==> src/rtl/fifo_8x8.sv <==
// fifo_8x8: single-clock synchronous FIFO, DEPTH entries of DATA_WIDTH bits.
//
// Ports:
//   clk       - clock, all state updates on the rising edge
//   reset     - synchronous active-high reset (pointers, count, data_out)
//   write_en  - push request, accepted when not full
//   read_en   - pop request, accepted when not empty
//   data_in   - push data
//   data_out  - registered pop data, holds its value when no pop is accepted
//   empty     - occupancy is 0
//   full      - occupancy is DEPTH
//
// The write in "simultaneous push/pop while empty" is not forwarded to
// data_out; the new entry becomes poppable on the following edge.

module fifo_8x8 #(
    parameter int DATA_WIDTH = 8,
    parameter int DEPTH      = 8,
    parameter int ADDR_WIDTH = 3
) (
    input  logic                  clk,
    input  logic                  reset,
    input  logic                  write_en,
    input  logic                  read_en,
    input  logic [DATA_WIDTH-1:0] data_in,
    output logic [DATA_WIDTH-1:0] data_out,
    output logic                  empty,
    output logic                  full
);

    logic [DATA_WIDTH-1:0] mem [DEPTH];
    logic [ADDR_WIDTH-1:0] wr_ptr;
    logic [ADDR_WIDTH-1:0] rd_ptr;
    logic [ADDR_WIDTH:0]   count;
    logic                  push;
    logic                  pop;

    // Flags decode the registered count only, so no input reaches an output.
    assign empty = (count == '0);
    assign full  = (count == (ADDR_WIDTH + 1)'(DEPTH));

    assign push = write_en && !full;
    assign pop  = read_en && !empty;

    // Storage is not reset; stale entries are unreachable once pointers clear.
    always_ff @(posedge clk) begin
        if (push && !reset) begin
            mem[wr_ptr] <= data_in;
        end
    end

    always_ff @(posedge clk) begin
        if (reset) begin
            wr_ptr   <= '0;
            rd_ptr   <= '0;
            count    <= '0;
            data_out <= '0;
        end else begin
            if (push) begin
                // Pointer width equals log2(DEPTH), so the add wraps naturally.
                wr_ptr <= wr_ptr + ADDR_WIDTH'(1);
            end
            if (pop) begin
                data_out <= mem[rd_ptr];
                rd_ptr   <= rd_ptr + ADDR_WIDTH'(1);
            end
            case ({push, pop})
                2'b10:   count <= count + (ADDR_WIDTH + 1)'(1);
                2'b01:   count <= count - (ADDR_WIDTH + 1)'(1);
                default: count <= count;
            endcase
        end
    end

endmodule

==> config.mk <==
export PLATFORM = sky130hd
export DESIGN_NAME = fifo_8x8
export DESIGN_NICKNAME = d
export VERILOG_FILES = /design/src/rtl/fifo_8x8.sv
export SDC_FILE = /design/constraint.sdc
export NUM_CORES = 1
export LEC_CHECK = 0
export BUFFER_PORTS_ARGS = -buffer_cell sky130_fd_sc_hd__buf_2
export CAP_MARGIN = 40
export CORE_MARGIN = 2
export CORE_UTILIZATION = 42
export DETAILED_ROUTE_END_ITERATION = 7
export PLACE_DENSITY = 0.67
export RECOVER_POWER = 50
export SLEW_MARGIN = 20
export SYNTH_ARGS = -nofsm -noshare
export SYNTH_HDL_FRONTEND = slang
export SYNTH_SLANG_ARGS = --single-unit
==> constraint.sdc <==
create_clock -name clk -period 6.97 [get_ports clk]
set_input_delay 1.394 -clock clk [delete_from_list [all_inputs] [get_ports clk]]
set_output_delay 1.394 -clock clk [all_outputs]
set_load 0.02 [all_outputs]
-- After elaboration in Yosys (flattened, before gate mapping)
Memories as Yosys holds them, arrays and structs flattened. A register that Yosys moved wholly into a read port is not among the register bits.
Index checks and enable logic that the tools add are counted.
- memories kept: 1
- output and inout bits: 10
- register bits after elaboration: 10
- input bits: 12
- RAM bits: 64
- add/subtract/negate cells: 4
- reduce and logical (&&, ||, !) cells: 8
- mux-type cells: 3
- equality and inequality tests: 3
- memory list (memory ; depth ; bits a word ; rd ports ; clocked after Yosys merged registers in ; wr ports ; line ; text):
    mem ; 8 ; 8 ; 1 ; 1 ; 1 ; 31 ; logic [DATA_WIDTH-1:0] mem [DEPTH];
- operators by type and width (cell ; count):
    4-bit one-hot mux with 2 select lines ; 1
    3-bit by 1-bit adder with 3-bit output (second input constant) ; 2
    4-bit by 1-bit adder with 4-bit output (second input constant) ; 1
    4-bit == test (second input constant) ; 1
    4-bit zero test ; 1
    4-bit by 1-bit subtractor with 4-bit output (second input constant) ; 1
    1-bit logical AND ; 3
    1-bit zero test ; 3
    2-bit by 1-bit == test with 1-bit output (second input constant) ; 1
    2-bit == test (second input constant) ; 1
    1-bit 2-to-1 mux ; 2
    2-bit nonzero test ; 1

-- Depth between registers and ports, before layout
Gate-level depths: netlist (run 1).
- word-level depth: 6
- gate-level depth with buffers: 10
- mapped depth without buffers: 9

-- Worst setup path before layout (run 1)
OpenSTA, ideal clock, no wires.
- path type: input -> register
- from: input read_en
- to: register count[3]
- path slack: 3.764 ns
- stages: 8
- arrival time: 3.134 ns
- cell sequence: o41a_1 buf_2 ha_1 ha_1 a21oi_1 a21oi_1 or4_1 a21oi_1
- cells in the longest elaborated chain, start to end: 3
- elaborated cells between the ends (all ways): 5
- classes of those cells: 2 x eq/ne; 1 x mux; 2 x reduce/logical
- RTL lines (what ; line ; text):
    start, declared ; 24 ; input logic read_en,
    1-bit logical AND (*) ; 43 ; assign pop = read_en && !empty;
    named net pop ; 36 ; logic pop;
    2-bit by 1-bit == test with 1-bit output / 2-bit == test (equally long branches) ; 67 ; case ({push, pop})
    4-bit one-hot mux with 2 select lines / 2-bit nonzero test (equally long branches) ; -- ;
    end signal, assigned ; 68 ; 2'b10: count <= count + (ADDR_WIDTH + 1)'(1);
    end signal, assigned ; 69 ; 2'b01: count <= count - (ADDR_WIDTH + 1)'(1);
    end signal, assigned ; 70 ; default: count <= count;
    end, declared ; 34 ; logic [ADDR_WIDTH:0] count;
Mark *: on every way through the listed nets, which the timed path passes. The rest lies on a longest branch.
A chain may end at the register's enable or synchronous reset.

-- Final worst setup path (run 1)
- from: input read_en
- to: register count[3]
- cells in the longest elaborated chain, start to end: 3
- elaborated cells between the ends (all ways): 5
- classes of those cells: 2 x eq/ne; 1 x mux; 2 x reduce/logical
- RTL lines (what ; line):
    1-bit logical AND (*) ; 43
    2-bit by 1-bit == test with 1-bit output / 2-bit == test (equally long branches) ; 67
    4-bit one-hot mux with 2 select lines / 2-bit nonzero test (equally long branches) ; --
Every way passes the cells marked *; elsewhere a longest branch is shown, timed or not.

==> results of run 1 <==
through the flow:
| step | power (uW) | util [%] | setup slack, ps |
|---|---|---|---|
| global placement | 958 | 45.9 | 3480 |
| finish | 1260 | 48.6 | 3790 |
| global route | 1340 | 48.6 | 3590 |
| floorplan | 894 | - | 3760 |
| CTS | 1280 | 48.4 | 3810 |
| detailed placement | 962 | 46.0 | 3440 |
layer usage:
| layer | up-vias | wire, um | global-route usage, % |
|---|---|---|---|
| met5 | - | 0 | 0 |
| met4 | 0 | 110 | 7.46 |
| met3 | 10 | 222 | 3.01 |
| met2 | 28 | 2660 | 22.3 |
| met1 | 822 | 2580 | 19.6 |
| li1 | 810 | - | - |
cells in the mapped netlist (2+ instances only):
master / count
sky130_fd_sc_hd__a21oi_1: 5
sky130_fd_sc_hd__buf_1: 2
sky130_fd_sc_hd__buf_2: 3
sky130_fd_sc_hd__buf_6: 3
sky130_fd_sc_hd__dfxtp_1: 18
sky130_fd_sc_hd__edfxtp_1: 64
sky130_fd_sc_hd__ha_1: 5
sky130_fd_sc_hd__inv_1: 4
sky130_fd_sc_hd__mux4_2: 16
sky130_fd_sc_hd__nand2_1: 3
sky130_fd_sc_hd__nand2_2: 2
sky130_fd_sc_hd__nand3_1: 3
sky130_fd_sc_hd__nor2_1: 23
sky130_fd_sc_hd__nor3_1: 3
sky130_fd_sc_hd__nor3_2: 8
sky130_fd_sc_hd__nor4_1: 2
sky130_fd_sc_hd__o22ai_1: 8
sky130_fd_sc_hd__xor2_1: 4
critical path: cells and delay by family:
| kind | cells | cell delay [ps] |
|---|---|---|
| buffers and inverters | 1 | 80 |
| AO/OA/AOI/OAI | 4 | 930 |
| AND/OR/NAND/NOR | 1 | 460 |
| adder cells (fa/ha/maj) | 2 | 570 |
area by class of cell:
cell class / count / area share [%]
sequential: 82 / 61.5
inverter: 4 / 0.404
timing repair buffer: 31 / 4.55
multi-input combinational: 97 / 25.2
clock inverter: 7 / 1.58
tap: 102 / 3.44
clock buffer: 9 / 3.34
power by group:
part	switching (uW)	total (uW)	internal, uW
clock network	180	316	136
logic	192	344	152
registers	31.7	603	571
total	403	1260	859
cell families after synthesis:
| logic type | Yosys count |
|---|---|
| adder cells (fa/ha/maj) | 6 |
| AND/OR/NAND/NOR | 52 |
| buffers and inverters | 14 |
| XOR/XNOR | 6 |
| flip-flops | 82 |
| AO/OA/AOI/OAI | 16 |
| multiplexers | 17 |
final timing paths:
path,to,slack (ps)
max reg2reg,count[3],4240
min reg2reg,data_out[6],500
min,data_out[6],500
max,count[3],3790
flip-flops by register name, indices dropped and copies added (netlist names):
signal and cells:
mem 64, rd_ptr 3, count 4, data_out 8, wr_ptr 3
==> flow_summary.html, run 1 <==
<table>
<tr><th>Metric</th><th>Value</th></tr>
<tr><th colspan="2">Route</th></tr>
<tr><td>Via density per instance</td><td>5.03</td></tr>
<tr><td>Wire length reported by the detailed router</td><td>5.58 mm</td></tr>
<tr><td>Initial DRT Pass Iterations</td><td>6</td></tr>
<tr><td>Post-route antenna net violation count</td><td>0</td></tr>
<tr><td>Via count</td><td>1670</td></tr>
<tr><td>Drc violations</td><td>0</td></tr>
<tr><td>Violation count after the first detailed-routing iteration</td><td>127</td></tr>
<tr><td>Routed len/inst</td><td>16.8 um</td></tr>
<tr><th colspan="2">Synthesis</th></tr>
<tr><td>Main combinational cell family by area after synthesis</td><td>multiplexers</td></tr>
<tr><td>Mean instance size in the synthesized netlist</td><td>17.0 sq um</td></tr>
<tr><td>Simple-gate share of the synthesized area</td><td>9.40%</td></tr>
<tr><td>Xor/xnor share of the synthesized area</td><td>1.83%</td></tr>
<tr><td>Post-synthesis net count</td><td>211</td></tr>
<tr><td>Fraction of post-synthesis cell area in the top cell type by area</td><td>58.4%</td></tr>
<tr><td>Synthesized area</td><td>0.00329 sq mm</td></tr>
<tr><td>Count of unique library cells instantiated by Yosys</td><td>35</td></tr>
<tr><td>Compound-cell area share of the yosys netlist</td><td>3.12%</td></tr>
<tr><td>Count of mapped cells out of synthesis</td><td>193</td></tr>
<tr><td>Number of flip-flops and latches in the synthesized netlist</td><td>82</td></tr>
<tr><td>Most used DFF post-synth</td><td>sky130_fd_sc_hd__edfxtp_1</td></tr>
<tr><td>Seq/Total Area, Yosys</td><td>69.4%</td></tr>
<tr><td>Library cell with the largest summed area after synthesis</td><td>sky130_fd_sc_hd__edfxtp_1</td></tr>
<tr><td>Adder and majority cell fraction of the synthesized area</td><td>2.51%</td></tr>
<tr><td>Fraction of synthesis flops using an asynchronous set or reset pin</td><td>0%</td></tr>
<tr><td>Post-synthesis mux area share</td><td>11.3%</td></tr>
<tr><td>Number of enable-type register cells in the synthesized netlist</td><td>64</td></tr>
<tr><td>Count of warnings emitted by yosys</td><td>0</td></tr>
<tr><td>Top cells by area in the synthesized netlist</td><td>sky130_fd_sc_hd__edfxtp_1, sky130_fd_sc_hd__dfxtp_1, sky130_fd_sc_hd__mux4_2</td></tr>
<tr><th colspan="2">Critical path</th></tr>
<tr><td>Crit. End Element</td><td>flip-flop</td></tr>
<tr><td>Maximum net fanout on the critical path</td><td>14</td></tr>
<tr><td>Crit Path Class</td><td>in -&gt; reg</td></tr>
<tr><td>Most used cell, CP</td><td>sky130_fd_sc_hd__a21oi_1</td></tr>
<tr><td>Reg2Reg Launch Point</td><td>count[0]</td></tr>
<tr><td>Slowest CP cell</td><td>sky130_fd_sc_hd__o41a_1</td></tr>
<tr><td>Data required time at the worst endpoint</td><td>7240 ps</td></tr>
<tr><td>R2R depth</td><td>8</td></tr>
<tr><td>Signal arrival time at the worst endpoint</td><td>3450 ps</td></tr>
<tr><td>Element type at the critical path start</td><td>primary input</td></tr>
<tr><td>Critical path, cell by cell</td><td>buf_2 &gt; o41a_1 &gt; ha_1 &gt; ha_1 &gt; a21oi_1 &gt; a21oi_1 &gt; or4_1 &gt; a21oi_1</td></tr>
<tr><td>Crit. Startpoint</td><td>read_en</td></tr>
<tr><td>Peak per-stage delay on the critical path</td><td>500 ps</td></tr>
<tr><th colspan="2">Floorplan</th></tr>
<tr><td>I/O pin total</td><td>22</td></tr>
<tr><td>Starting density of the core</td><td>43.0%</td></tr>
<tr><td>Die Y</td><td>92.5 um</td></tr>
<tr><td>Total number of placement rows</td><td>32</td></tr>
<tr><td>Die width</td><td>92.5 um</td></tr>
<tr><td>Core area</td><td>0.00765 sq mm</td></tr>
<tr><td>Area enclosed by the die boundary</td><td>0.00856 sq mm</td></tr>
<tr><th colspan="2">Clock network</th></tr>
<tr><td>Num Clock Sinks</td><td>82</td></tr>
<tr><td>Number of buffers on the longest clock path</td><td>2</td></tr>
<tr><td>Total clock buffers created by CTS</td><td>9</td></tr>
<tr><td>Clock tree from TritonCTS</td><td>yes</td></tr>
<tr><td>Post_cts resized</td><td>0</td></tr>
<tr><td>Count of hold buffers inserted by post-cts repair</td><td>0</td></tr>
<tr><td>Clock latency at the later pin of the worst-skew pair</td><td>350 ps</td></tr>
<tr><td>H-tree lvl count</td><td>3</td></tr>
<tr><td>Clock Tree Root</td><td>sky130_fd_sc_hd__clkbuf_8</td></tr>
<tr><td>CTS clk-pin slew, worst paths</td><td>90 ps</td></tr>
<tr><td>Post-CTS setup buffer count</td><td>0</td></tr>
<tr><th colspan="2">Timing</th></tr>
<tr><td>Final clock period utilization by the worst path</td><td>45.6%</td></tr>
<tr><td>Setup violation total in the final timing report</td><td>0</td></tr>
<tr><td>Final hold violations</td><td>0</td></tr>
<tr><td>Highest clock frequency the design can meet</td><td>315 MHz</td></tr>
<tr><td>Shortest period the worst path allows</td><td>3180 ps</td></tr>
<tr><td>Slew of the pin with the lowest slew margin</td><td>1150 ps</td></tr>
<tr><td>Final Slew Violations</td><td>0</td></tr>
<tr><td>Hold Worst Slack</td><td>496 ps</td></tr>
<tr><td>Worst clock skew</td><td>11.0 ps</td></tr>
<tr><td>Setup repair after global routing missed its margin</td><td>false</td></tr>
<tr><td>Final sum of negative setup slack</td><td>0 ps</td></tr>
<tr><td>Slew margin rel.</td><td>23.4%</td></tr>
<tr><th colspan="2">Placement</th></tr>
<tr><td>Count of port buffers added during placement</td><td>21</td></tr>
<tr><td>Placed Cells incl. Taps</td><td>313</td></tr>
<tr><td>GP Congestion</td><td>0.747</td></tr>
<tr><td>Instance area at placement</td><td>0.00352 sq mm</td></tr>
<tr><td>HPWL reported at the end of detailed placement</td><td>3.51 mm</td></tr>
<tr><th colspan="2">Cells and area</th></tr>
<tr><td>Most common cell after layout, fill and taps aside</td><td>sky130_fd_sc_hd__edfxtp_1</td></tr>
<tr><td>Layout net count</td><td>243</td></tr>
<tr><td>Fillers</td><td>671</td></tr>
<tr><td>Total inserted antenna cells</td><td>0</td></tr>
<tr><td>Area overhead of the layout relative to synthesis</td><td>12.9%</td></tr>
<tr><td>Area taken by multi-input logic gates</td><td>937 sq um</td></tr>
<tr><td>FF+latch area</td><td>0.00228 sq mm</td></tr>
<tr><td>Commonest non-fill, non-tap cells in the layout</td><td>sky130_fd_sc_hd__edfxtp_1, sky130_fd_sc_hd__nor2_1, sky130_fd_sc_hd__dfxtp_1</td></tr>
<tr><td>Fraction of final layout cells with drive strength greater than 1</td><td>30.0%</td></tr>
<tr><td>Summed area of non-filler cells in the final layout</td><td>0.00371 sq mm</td></tr>
<tr><td>Final standard cell count with taps included and fillers excluded</td><td>332</td></tr>
<tr><th colspan="2">Global routing</th></tr>
<tr><td>Initial antenna violation count</td><td>0</td></tr>
<tr><td>GR Overflow Total</td><td>0</td></tr>
<tr><td>Number of global-route vias before repair</td><td>1657</td></tr>
<tr><td>First-pass GRT wire length</td><td>8.96 mm</td></tr>
<tr><td>Global-route total usage across every layer</td><td>14.5%</td></tr>
<tr><td>Largest net degree at the start of global routing</td><td>23</td></tr>
<tr><th colspan="2">Pwr</th></tr>
<tr><td>Lkg Pwr</td><td>0.00123 uW</td></tr>
<tr><td>Total power density per cell area</td><td>340 mW/mm^2</td></tr>
<tr><td>Worst vdd rail ir drop</td><td>0.126 mV</td></tr>
<tr><th colspan="2">Outcome</th></tr>
<tr><td>Run status</td><td>finished clean</td></tr>
<tr><th colspan="2">Min path</th></tr>
<tr><td>Path category of the worst min-delay check</td><td>reg -&gt; reg</td></tr>
<tr><td>Hold_sp</td><td>data_out[6]</td></tr>
<tr><td>Hold Path Depth</td><td>2</td></tr>
<tr><th colspan="2">Flow run</th></tr>
<tr><td>Max-cap violations</td><td>0</td></tr>
</table>
No activity file was read; power rests on OpenSTA's default activity.
==> run 2, diff against run 1 <==
Settings changed: ABC_AREA from default to 1, PLACE_DENSITY 0.67 to 0.69.
Clock period 6.97 ns to 2.6 ns, I/O delays scaled along.
==> flow_summary.html, run 2 <==
<table>
<tr><th>Metric</th><th>Value</th></tr>
<tr><th colspan="2">Outcome</th></tr>
<tr><td>Run status</td><td>finished clean (unchanged)</td></tr>
<tr><th colspan="2">Synthesis</th></tr>
<tr><td>Most used DFF post-synth</td><td>sky130_fd_sc_hd__edfxtp_1 (unchanged)</td></tr>
<tr><td>Number of flip-flops and latches in the synthesized netlist</td><td>82 (unchanged)</td></tr>
<tr><td>Number of enable-type register cells in the synthesized netlist</td><td>64 (unchanged)</td></tr>
<tr><td>Count of warnings emitted by yosys</td><td>0 (unchanged)</td></tr>
<tr><td>Most frequent cell after synthesis</td><td>sky130_fd_sc_hd__nand2_1 (was sky130_fd_sc_hd__edfxtp_1)</td></tr>
<tr><td>Library cell with the largest summed area after synthesis</td><td>sky130_fd_sc_hd__edfxtp_1 (unchanged)</td></tr>
<tr><td>Count of mapped cells out of synthesis</td><td>368 (was 193)</td></tr>
<tr><td>Fraction of post-synthesis cell area in the top cell type by area</td><td>53.4% (was 58.4%)</td></tr>
<tr><td>Mean instance size in the synthesized netlist</td><td>9.78 sq um (was 17.0 sq um)</td></tr>
<tr><td>Seq/Total Area, Yosys</td><td>63.4% (was 69.4%)</td></tr>
<tr><td>Most common library cells after synthesis</td><td>sky130_fd_sc_hd__nand2_1, sky130_fd_sc_hd__edfxtp_1, sky130_fd_sc_hd__inv_1 (was sky130_fd_sc_hd__edfxtp_1, sky130_fd_sc_hd__nor2_1, sky130_fd_sc_hd__dfxtp_1)</td></tr>
<tr><td>Synthesized area</td><td>0.00360 sq mm (was 0.00329 sq mm)</td></tr>
<tr><td>Count of unique library cells instantiated by Yosys</td><td>23 (was 35)</td></tr>
<tr><td>Top cells by area in the synthesized netlist</td><td>sky130_fd_sc_hd__edfxtp_1, sky130_fd_sc_hd__nand2_1, sky130_fd_sc_hd__dfxtp_1 (was sky130_fd_sc_hd__edfxtp_1, sky130_fd_sc_hd__dfxtp_1, sky130_fd_sc_hd__mux4_2)</td></tr>
<tr><td>Post-synthesis net count</td><td>386 (was 211)</td></tr>
<tr><td>Fraction of synthesis flops using an asynchronous set or reset pin</td><td>0% (unchanged)</td></tr>
<tr><th colspan="2">Critical path</th></tr>
<tr><td>Crit. End Element</td><td>flip-flop (unchanged)</td></tr>
<tr><td>Most used cell, CP</td><td>sky130_fd_sc_hd__nand2_1 (was sky130_fd_sc_hd__a21oi_1)</td></tr>
<tr><td>Maximum net fanout on the critical path</td><td>15 (was 14)</td></tr>
<tr><td>Slowest CP cell</td><td>sky130_fd_sc_hd__dfxtp_1 (was sky130_fd_sc_hd__o41a_1)</td></tr>
<tr><td>Crit-path leading delay family</td><td>simple AND/OR/NAND/NOR gates (was compound AO/OA/AOI/OAI gates)</td></tr>
<tr><td>Data required time at the worst endpoint</td><td>2890 ps (was 7240 ps)</td></tr>
<tr><td>Buf/Inv on CP</td><td>1 (unchanged)</td></tr>
<tr><td>Element type at the critical path start</td><td>flip-flop (was primary input)</td></tr>
<tr><td>Crit Path Class</td><td>reg -&gt; reg (was in -&gt; reg)</td></tr>
<tr><td>Signal arrival time at the worst endpoint</td><td>2590 ps (was 3450 ps)</td></tr>
<tr><td>Peak per-stage delay on the critical path</td><td>350 ps (was 500 ps)</td></tr>
<tr><td>Critical path, cell by cell</td><td>nor2_1 &gt; nand3_1 &gt; nand2_2 &gt; inv_2 &gt; ha_1 &gt; ha_1 &gt; or2_2 &gt; nand2_1 &gt; nand3_1 &gt; nand2_1 &gt; nand2_1 &gt; a21oi_1 (was buf_2 &gt; o41a_1 &gt; ha_1 &gt; ha_1 &gt; a21oi_1 &gt; a21oi_1 &gt; or4_1 &gt; a21oi_1)</td></tr>
<tr><th colspan="2">Cells and area</th></tr>
<tr><td>Fillers</td><td>779 (was 671)</td></tr>
<tr><td>Final standard cell count with taps included and fillers excluded</td><td>508 (was 332)</td></tr>
<tr><td>Number of flip-flops under the largest register name</td><td>64 (unchanged)</td></tr>
<tr><td>FF+latch area</td><td>0.00228 sq mm (unchanged)</td></tr>
<tr><td>Total inserted antenna cells</td><td>0 (unchanged)</td></tr>
<tr><td>Largest regs</td><td>mem (64), data_out (8), count (4) (unchanged)</td></tr>
<tr><td>Largest reg by FF count</td><td>mem (unchanged)</td></tr>
<tr><td>Area taken by multi-input logic gates</td><td>947 sq um (was 937 sq um)</td></tr>
<tr><td>Commonest non-fill, non-tap cells in the layout</td><td>sky130_fd_sc_hd__nand2_1, sky130_fd_sc_hd__inv_1, sky130_fd_sc_hd__edfxtp_1 (was sky130_fd_sc_hd__edfxtp_1, sky130_fd_sc_hd__nor2_1, sky130_fd_sc_hd__dfxtp_1)</td></tr>
<tr><td>Most common cell after layout, fill and taps aside</td><td>sky130_fd_sc_hd__nand2_1 (was sky130_fd_sc_hd__edfxtp_1)</td></tr>
<tr><td>Area overhead of the layout relative to synthesis</td><td>10.7% (was 12.9%)</td></tr>
<tr><td>Post-Route Utilization</td><td>48.3% (was 48.6%)</td></tr>
<tr><td>Layout net count</td><td>416 (was 243)</td></tr>
<tr><td>Fraction of final layout cells with drive strength greater than 1</td><td>8.93% (was 30.0%)</td></tr>
<tr><th colspan="2">Clock network</th></tr>
<tr><td>Total clock buffers created by CTS</td><td>9 (unchanged)</td></tr>
<tr><td>Post_cts resized</td><td>0 (unchanged)</td></tr>
<tr><td>CTS clk-pin slew, worst paths</td><td>90 ps (about the same)</td></tr>
<tr><td>Clock Tree Root</td><td>sky130_fd_sc_hd__clkbuf_8 (unchanged)</td></tr>
<tr><td>Number of buffers on the longest clock path</td><td>2 (unchanged)</td></tr>
<tr><td>Num Clock Sinks</td><td>82 (unchanged)</td></tr>
<tr><td>Clock tree from TritonCTS</td><td>yes (unchanged)</td></tr>
<tr><td>Clock latency at the later pin of the worst-skew pair</td><td>360 ps (was 350 ps)</td></tr>
<tr><td>Count of hold buffers inserted by post-cts repair</td><td>0 (unchanged)</td></tr>
<tr><td>H-tree lvl count</td><td>3 (unchanged)</td></tr>
<tr><td>Post-CTS setup buffer count</td><td>0 (unchanged)</td></tr>
<tr><th colspan="2">Placement</th></tr>
<tr><td>Count of port buffers added during placement</td><td>21 (unchanged)</td></tr>
<tr><td>Placed Cells incl. Taps</td><td>492 (was 313)</td></tr>
<tr><td>GP Congestion</td><td>0.773 (was 0.747)</td></tr>
<tr><td>HPWL reported at the end of detailed placement</td><td>4.69 mm (was 3.51 mm)</td></tr>
<tr><th colspan="2">Flow run</th></tr>
<tr><td>Max-cap violations</td><td>0 (unchanged)</td></tr>
<tr><th colspan="2">Route</th></tr>
<tr><td>Routed len/inst</td><td>14.2 um (was 16.8 um)</td></tr>
<tr><td>Via density per instance</td><td>4.88 (was 5.03)</td></tr>
<tr><td>Drc violations</td><td>0 (unchanged)</td></tr>
<tr><td>Wire length reported by the detailed router</td><td>7.23 mm (was 5.58 mm)</td></tr>
<tr><td>Post-route antenna net violation count</td><td>0 (unchanged)</td></tr>
<tr><td>Via count</td><td>2478 (was 1670)</td></tr>
<tr><td>Violation count after the first detailed-routing iteration</td><td>83 (was 127)</td></tr>
<tr><td>Initial DRT Pass Iterations</td><td>4 (was 6)</td></tr>
<tr><th colspan="2">Floorplan</th></tr>
<tr><td>Starting density of the core</td><td>43.6% (was 43.0%)</td></tr>
<tr><td>Die Y</td><td>96.6 um (was 92.5 um)</td></tr>
<tr><td>Total number of placement rows</td><td>33 (was 32)</td></tr>
<tr><td>Area enclosed by the die boundary</td><td>0.00932 sq mm (was 0.00856 sq mm)</td></tr>
<tr><td>Core area</td><td>0.00826 sq mm (was 0.00765 sq mm)</td></tr>
<tr><td>I/O pin total</td><td>22 (unchanged)</td></tr>
<tr><td>Die width</td><td>96.6 um (was 92.5 um)</td></tr>
<tr><th colspan="2">Timing</th></tr>
<tr><td>Slew margin rel.</td><td>52.1% (was 23.4%)</td></tr>
<tr><td>Final sum of negative setup slack</td><td>0 ps (unchanged)</td></tr>
<tr><td>Final Slew Violations</td><td>0 (unchanged)</td></tr>
<tr><td>Final hold violations</td><td>0 (unchanged)</td></tr>
<tr><td>Setup violation total in the final timing report</td><td>0 (unchanged)</td></tr>
<tr><td>Worst clock skew</td><td>10.3 ps (was 11.0 ps)</td></tr>
<tr><td>Shortest period the worst path allows</td><td>2300 ps</td></tr>
<tr><td>Slew of the pin with the lowest slew margin</td><td>718 ps (was 1150 ps)</td></tr>
<tr><td>Final clock period utilization by the worst path</td><td>88.4%</td></tr>
<tr><td>Setup repair after global routing missed its margin</td><td>false (unchanged)</td></tr>
<tr><td>Highest clock frequency the design can meet</td><td>435 MHz</td></tr>
<tr><th colspan="2">Pwr</th></tr>
<tr><td>Total power density per cell area</td><td>894 mW/mm^2 (was 340 mW/mm^2)</td></tr>
<tr><td>Worst vdd rail ir drop</td><td>0.296 mV (was 0.126 mV)</td></tr>
<tr><td>Lkg Pwr</td><td>0.00169 uW (was 0.00123 uW)</td></tr>
<tr><th colspan="2">Global routing</th></tr>
<tr><td>GR Overflow Total</td><td>0 (unchanged)</td></tr>
<tr><td>Global-route total usage across every layer</td><td>17.2% (was 14.5%)</td></tr>
<tr><td>First-pass GRT wire length</td><td>11.4 mm (was 8.96 mm)</td></tr>
<tr><td>Largest net degree at the start of global routing</td><td>35 (was 23)</td></tr>
<tr><td>Initial antenna violation count</td><td>0 (unchanged)</td></tr>
<tr><td>Number of global-route vias before repair</td><td>2415 (was 1657)</td></tr>
<tr><th colspan="2">Min path</th></tr>
<tr><td>Path category of the worst min-delay check</td><td>in -&gt; reg (was reg -&gt; reg)</td></tr>
</table>
run 2: power breakdown:
part | leakage [uW] | internal [uW] | switching (uW)
Combinational | 0.000867 | 328 | 685
Clock | 0.0000962 | 450 | 479
Sequential | 0.000726 | 1520 | 94.1
Total | 0.00169 | 2300 | 1260
run 2: cell type report:
type,instances,share of cell area [%]
Multi-Input combinational cell,205,23.8
Tap cell,105,3.30
Sequential cell,82,57.3
Inverter,68,6.53
Clock buffer,9,3.11
Clock inverter,7,1.92
Timing Repair Buffer,32,4.11
run 2: layer usage:
metal / vias up / share of wire [%] / GRT usage, %
met4: 0 / 1.2 / 5.99
li1: 1248 / - / -
met2: 51 / 51 / 30.6
met5: - / 0 / 0
met1: 1173 / 44 / 19.7
met3: 6 / 4.4 / 5.12
run 2: stage by stage:
stage | worst slack (ps) | instance area [sq um] | hold WS [ps] | power [uW]
floorplan | 737 | 3600 | 463 | 2460
global placement | 398 | 3810 | 449 | 2640
detailed placement | 296 | 3810 | 456 | 2680
CTS | 328 | 4010 | 431 | 3600
global route | 90.8 | 3990 | 460 | 3790
finish | 301 | 3990 | 458 | 3560
run 2: kinds of logic after synthesis:
| group | after synthesis | share of synthesized area [%] |
|---|---|---|
| fa+ha+maj | 6 | 2.29 |
| compound gates | 25 | 3.48 |
| xor+xnor | 1 | 0.243 |
| simple gates | 173 | 20.4 |
| flops | 82 | 63.4 |
| buf+inv | 81 | 10.2 |
run 2: worst paths after layout:
check / start / depth (start not counted) / endpoint / slack (ps)
max reg2reg: count[1] / 12 / count[3] / 300
min: reset / 2 / data_out[7] / 460
min reg2reg: data_out[6] / 2 / data_out[6] / 470
max: count[1] / 12 / count[3] / 300
==> run 3, diff against run 2 <==
Settings changed: CORE_MARGIN 2 to 4, RECOVER_POWER 50 to default.
==> flow_summary.html, run 3 (synthesis results as in run 2) <==
<table>
<tr><th>Metric</th><th>Value</th></tr>
<tr><th colspan="2">Floorplan</th></tr>
<tr><td>Total number of placement rows</td><td>33 (unchanged)</td></tr>
<tr><td>Starting density of the core</td><td>43.6% (unchanged)</td></tr>
<tr><td>Area enclosed by the die boundary</td><td>0.0101 sq mm (was 0.00932 sq mm)</td></tr>
<tr><td>I/O pin total</td><td>22 (unchanged)</td></tr>
<tr><td>Die width</td><td>101 um (was 96.6 um)</td></tr>
<tr><td>Core area</td><td>0.00826 sq mm (unchanged)</td></tr>
<tr><td>Die Y</td><td>101 um (was 96.6 um)</td></tr>
<tr><th colspan="2">Timing</th></tr>
<tr><td>Setup repair after global routing missed its margin</td><td>false (unchanged)</td></tr>
<tr><td>Worst clock skew</td><td>10.3 ps (about the same)</td></tr>
<tr><td>Final clock period utilization by the worst path</td><td>88.5% (was 88.4%)</td></tr>
<tr><td>Shortest period the worst path allows</td><td>2300 ps (about the same)</td></tr>
<tr><td>Slew margin rel.</td><td>70.7% (was 52.1%)</td></tr>
<tr><td>Highest clock frequency the design can meet</td><td>434 MHz (was 435 MHz)</td></tr>
<tr><td>Final Slew Violations</td><td>0 (unchanged)</td></tr>
<tr><td>Final hold violations</td><td>0 (unchanged)</td></tr>
<tr><td>Final sum of negative setup slack</td><td>0 ps (unchanged)</td></tr>
<tr><td>Slew of the pin with the lowest slew margin</td><td>438 ps (was 718 ps)</td></tr>
<tr><td>Least setup slack across all paths after layout</td><td>298 ps (was 301 ps)</td></tr>
<tr><td>Setup violation total in the final timing report</td><td>0 (unchanged)</td></tr>
<tr><th colspan="2">Cells and area</th></tr>
<tr><td>Largest reg by FF count</td><td>mem (unchanged)</td></tr>
<tr><td>Number of flip-flops under the largest register name</td><td>64 (unchanged)</td></tr>
<tr><td>Fraction of final layout cells with drive strength greater than 1</td><td>12.7% (was 8.93%)</td></tr>
<tr><td>Layout net count</td><td>416 (unchanged)</td></tr>
<tr><td>Largest regs</td><td>mem (64), data_out (8), count (4) (unchanged)</td></tr>
<tr><td>Most common cell after layout, fill and taps aside</td><td>sky130_fd_sc_hd__nand2_1 (unchanged)</td></tr>
<tr><td>Total inserted antenna cells</td><td>0 (unchanged)</td></tr>
<tr><td>Commonest non-fill, non-tap cells in the layout</td><td>sky130_fd_sc_hd__nand2_1, sky130_fd_sc_hd__inv_1, sky130_fd_sc_hd__edfxtp_1 (unchanged)</td></tr>
<tr><td>Area overhead of the layout relative to synthesis</td><td>11.1% (was 10.7%)</td></tr>
<tr><td>Post-Route Utilization</td><td>48.4% (was 48.3%)</td></tr>
<tr><th colspan="2">Route</th></tr>
<tr><td>Drc violations</td><td>0 (unchanged)</td></tr>
<tr><td>Post-route antenna net violation count</td><td>0 (unchanged)</td></tr>
<tr><td>Routed len/inst</td><td>14.2 um (about the same)</td></tr>
<tr><td>Wire length reported by the detailed router</td><td>7.21 mm (was 7.23 mm)</td></tr>
<tr><td>Via count</td><td>2469 (was 2478)</td></tr>
<tr><td>Violation count after the first detailed-routing iteration</td><td>155 (was 83)</td></tr>
<tr><td>Initial DRT Pass Iterations</td><td>4 (unchanged)</td></tr>
<tr><td>Via density per instance</td><td>4.86 (was 4.88)</td></tr>
<tr><th colspan="2">Placement</th></tr>
<tr><td>HPWL reported at the end of detailed placement</td><td>4.52 mm (was 4.69 mm)</td></tr>
<tr><td>Pre-CTS setup slack</td><td>288 ps (was 296 ps)</td></tr>
<tr><td>Count of port buffers added during placement</td><td>21 (unchanged)</td></tr>
<tr><td>GP Congestion</td><td>0.783 (was 0.773)</td></tr>
<tr><th colspan="2">Clock network</th></tr>
<tr><td>Clock Tree Root</td><td>sky130_fd_sc_hd__clkbuf_8 (unchanged)</td></tr>
<tr><td>Clock tree from TritonCTS</td><td>yes (unchanged)</td></tr>
<tr><td>Clock latency at the later pin of the worst-skew pair</td><td>360 ps (about the same)</td></tr>
<tr><td>Count of hold buffers inserted by post-cts repair</td><td>0 (unchanged)</td></tr>
<tr><td>CTS clk-pin slew, worst paths</td><td>80 ps (was 90 ps)</td></tr>
<tr><td>Number of buffers on the longest clock path</td><td>2 (unchanged)</td></tr>
<tr><td>Total clock buffers created by CTS</td><td>9 (unchanged)</td></tr>
<tr><td>Post_cts resized</td><td>0 (unchanged)</td></tr>
<tr><td>H-tree lvl count</td><td>3 (unchanged)</td></tr>
<tr><td>Num Clock Sinks</td><td>82 (unchanged)</td></tr>
<tr><td>Post-CTS setup buffer count</td><td>0 (unchanged)</td></tr>
<tr><th colspan="2">Pwr</th></tr>
<tr><td>Worst vdd rail ir drop</td><td>0.383 mV (was 0.296 mV)</td></tr>
<tr><td>Lkg Pwr</td><td>0.00174 uW (was 0.00169 uW)</td></tr>
<tr><td>Power Internal</td><td>2310 uW (was 2300 uW)</td></tr>
<tr><td>NetSw</td><td>1250 uW (was 1260 uW)</td></tr>
<tr><td>Sequential share of power</td><td>44.7% (was 45.5%)</td></tr>
<tr><td>Clock power share</td><td>24.8% (was 26.1%)</td></tr>
<tr><td>Total power density per cell area</td><td>890 mW/mm^2 (was 894 mW/mm^2)</td></tr>
<tr><td>Relative contribution of combinational cells to total power</td><td>30.5% (was 28.4%)</td></tr>
<tr><td>Switching Share</td><td>35.1% (was 35.3%)</td></tr>
<tr><th colspan="2">Global routing</th></tr>
<tr><td>Initial antenna violation count</td><td>0 (unchanged)</td></tr>
<tr><td>Largest net degree at the start of global routing</td><td>35 (unchanged)</td></tr>
<tr><td>Number of global-route vias before repair</td><td>2252 (was 2415)</td></tr>
<tr><td>Global-route total usage across every layer</td><td>15.1% (was 17.2%)</td></tr>
<tr><td>GR Overflow Total</td><td>0 (unchanged)</td></tr>
<tr><td>First-pass GRT wire length</td><td>11.4 mm (about the same)</td></tr>
<tr><th colspan="2">Critical path</th></tr>
<tr><td>Data required time at the worst endpoint</td><td>2900 ps (was 2890 ps)</td></tr>
<tr><td>Slowest CP cell</td><td>sky130_fd_sc_hd__dfxtp_1 (unchanged)</td></tr>
<tr><td>Critical path, cell by cell</td><td>nor2_2 &gt; nand3_1 &gt; nand2_2 &gt; inv_2 &gt; ha_1 &gt; ha_1 &gt; or2_2 &gt; nand2_1 &gt; nand3_1 &gt; nand2_1 &gt; nand2_1 &gt; a21oi_1 (was nor2_1 &gt; nand3_1 &gt; nand2_2 &gt; inv_2 &gt; ha_1 &gt; ha_1 &gt; or2_2 &gt; nand2_1 &gt; nand3_1 &gt; nand2_1 &gt; nand2_1 &gt; a21oi_1)</td></tr>
<tr><td>Critical register-to-register path endpoint</td><td>count[3] (unchanged)</td></tr>
<tr><td>Crit. End Element</td><td>flip-flop (unchanged)</td></tr>
<tr><td>Reg2Reg Launch Point</td><td>count[0] (was count[1])</td></tr>
<tr><td>Buf/Inv on CP</td><td>1 (unchanged)</td></tr>
<tr><td>Peak per-stage delay on the critical path</td><td>340 ps (was 350 ps)</td></tr>
<tr><td>Signal arrival time at the worst endpoint</td><td>2600 ps (was 2590 ps)</td></tr>
<tr><td>R2r setup slk</td><td>300 ps (about the same)</td></tr>
<tr><td>R2R depth</td><td>12 (unchanged)</td></tr>
<tr><td>Element type at the critical path start</td><td>flip-flop (unchanged)</td></tr>
<tr><td>Most used cell, CP</td><td>sky130_fd_sc_hd__nand2_1 (unchanged)</td></tr>
<tr><td>Crit Path Class</td><td>reg -&gt; reg (unchanged)</td></tr>
<tr><td>Crit-path leading delay family</td><td>simple AND/OR/NAND/NOR gates (unchanged)</td></tr>
<tr><td>Maximum net fanout on the critical path</td><td>15 (unchanged)</td></tr>
<tr><th colspan="2">Outcome</th></tr>
<tr><td>Run status</td><td>finished clean (unchanged)</td></tr>
<tr><th colspan="2">Flow run</th></tr>
<tr><td>Max-cap violations</td><td>0 (unchanged)</td></tr>
<tr><th colspan="2">Min path</th></tr>
<tr><td>Path category of the worst min-delay check</td><td>in -&gt; reg (unchanged)</td></tr>
<tr><td>Worst Hold Path EP</td><td>mem[3][2] (was data_out[7])</td></tr>
<tr><td>Hold Path Depth</td><td>1 (was 2)</td></tr>
<tr><td>Hold_sp</td><td>data_in[2] (was reset)</td></tr>
</table>
run 3: final cells by class:
cell class / count / area (sq um)
fill: 761 / 4260
sequential: 82 / 2280
multi-input combinational: 205 / 950
inverter: 68 / 260
timing repair buffer: 32 / 188
tap: 105 / 131
clock buffer: 10 / 128
clock inverter: 6 / 57.6
run 3: stage by stage:
step           area, sq um  instances  hold WS, ps  power, uW
3_5_place_dp          3810        492          453       2700
5_1_grt               4000        508          428       3780
6_report              4000        508          424       3560
4_1_cts               4000        508          417       3570
3_3_place_gp          3810        492          449       2650
2_1_floorplan         3600        368          463       2460
run 3: worst register-to-register path, stage by stage (launching register included):
cell and delay, ps:
sky130_fd_sc_hd__dfxtp_1 340, sky130_fd_sc_hd__nor2_2 140, sky130_fd_sc_hd__nand3_1 120, sky130_fd_sc_hd__nand2_2 250, sky130_fd_sc_hd__inv_2 170, sky130_fd_sc_hd__ha_1 270, sky130_fd_sc_hd__ha_1 310, sky130_fd_sc_hd__or2_2 290
sky130_fd_sc_hd__nand2_1 80, sky130_fd_sc_hd__nand3_1 60, sky130_fd_sc_hd__nand2_1 60, sky130_fd_sc_hd__nand2_1 40, sky130_fd_sc_hd__a21oi_1 100
run 3: per-layer routing:
| metal | part of all wire (%) | up-vias | track usage (%) | routed length (um) |
|---|---|---|---|---|
| li1 | - | 1244 | - | - |
| met1 | 46 | 1142 | 19.1 | 3310 |
| met2 | 47 | 73 | 24.3 | 3380 |
| met3 | 5.6 | 10 | 4.43 | 407 |
| met4 | 1.6 | 0 | 5.91 | 116 |
| met5 | 0 | - | 0 | 0 |
run 3: power by group through the flow:
stage	Combinational, uW	Sequential [uW]	Clock, uW
2_1_floorplan	805	1660	0
3_3_place_gp	1040	1620	0
3_5_place_dp	1080	1620	0
4_1_cts	1080	1590	899
5_1_grt	1210	1600	961
6_report	1090	1590	882
run 3: worst max path at each step:
stage / to / cells past startpoint / slack (ps) / start
after floorplan: count[3] / 12 / 740 / count[0]
after global placement: count[3] / 11 / 400 / read_en
after detailed placement: count[3] / 11 / 290 / read_en
after CTS: count[3] / 12 / 310 / count[0]
after global routing: count[3] / 12 / 140 / count[1]
final: count[3] / 12 / 300 / count[0]
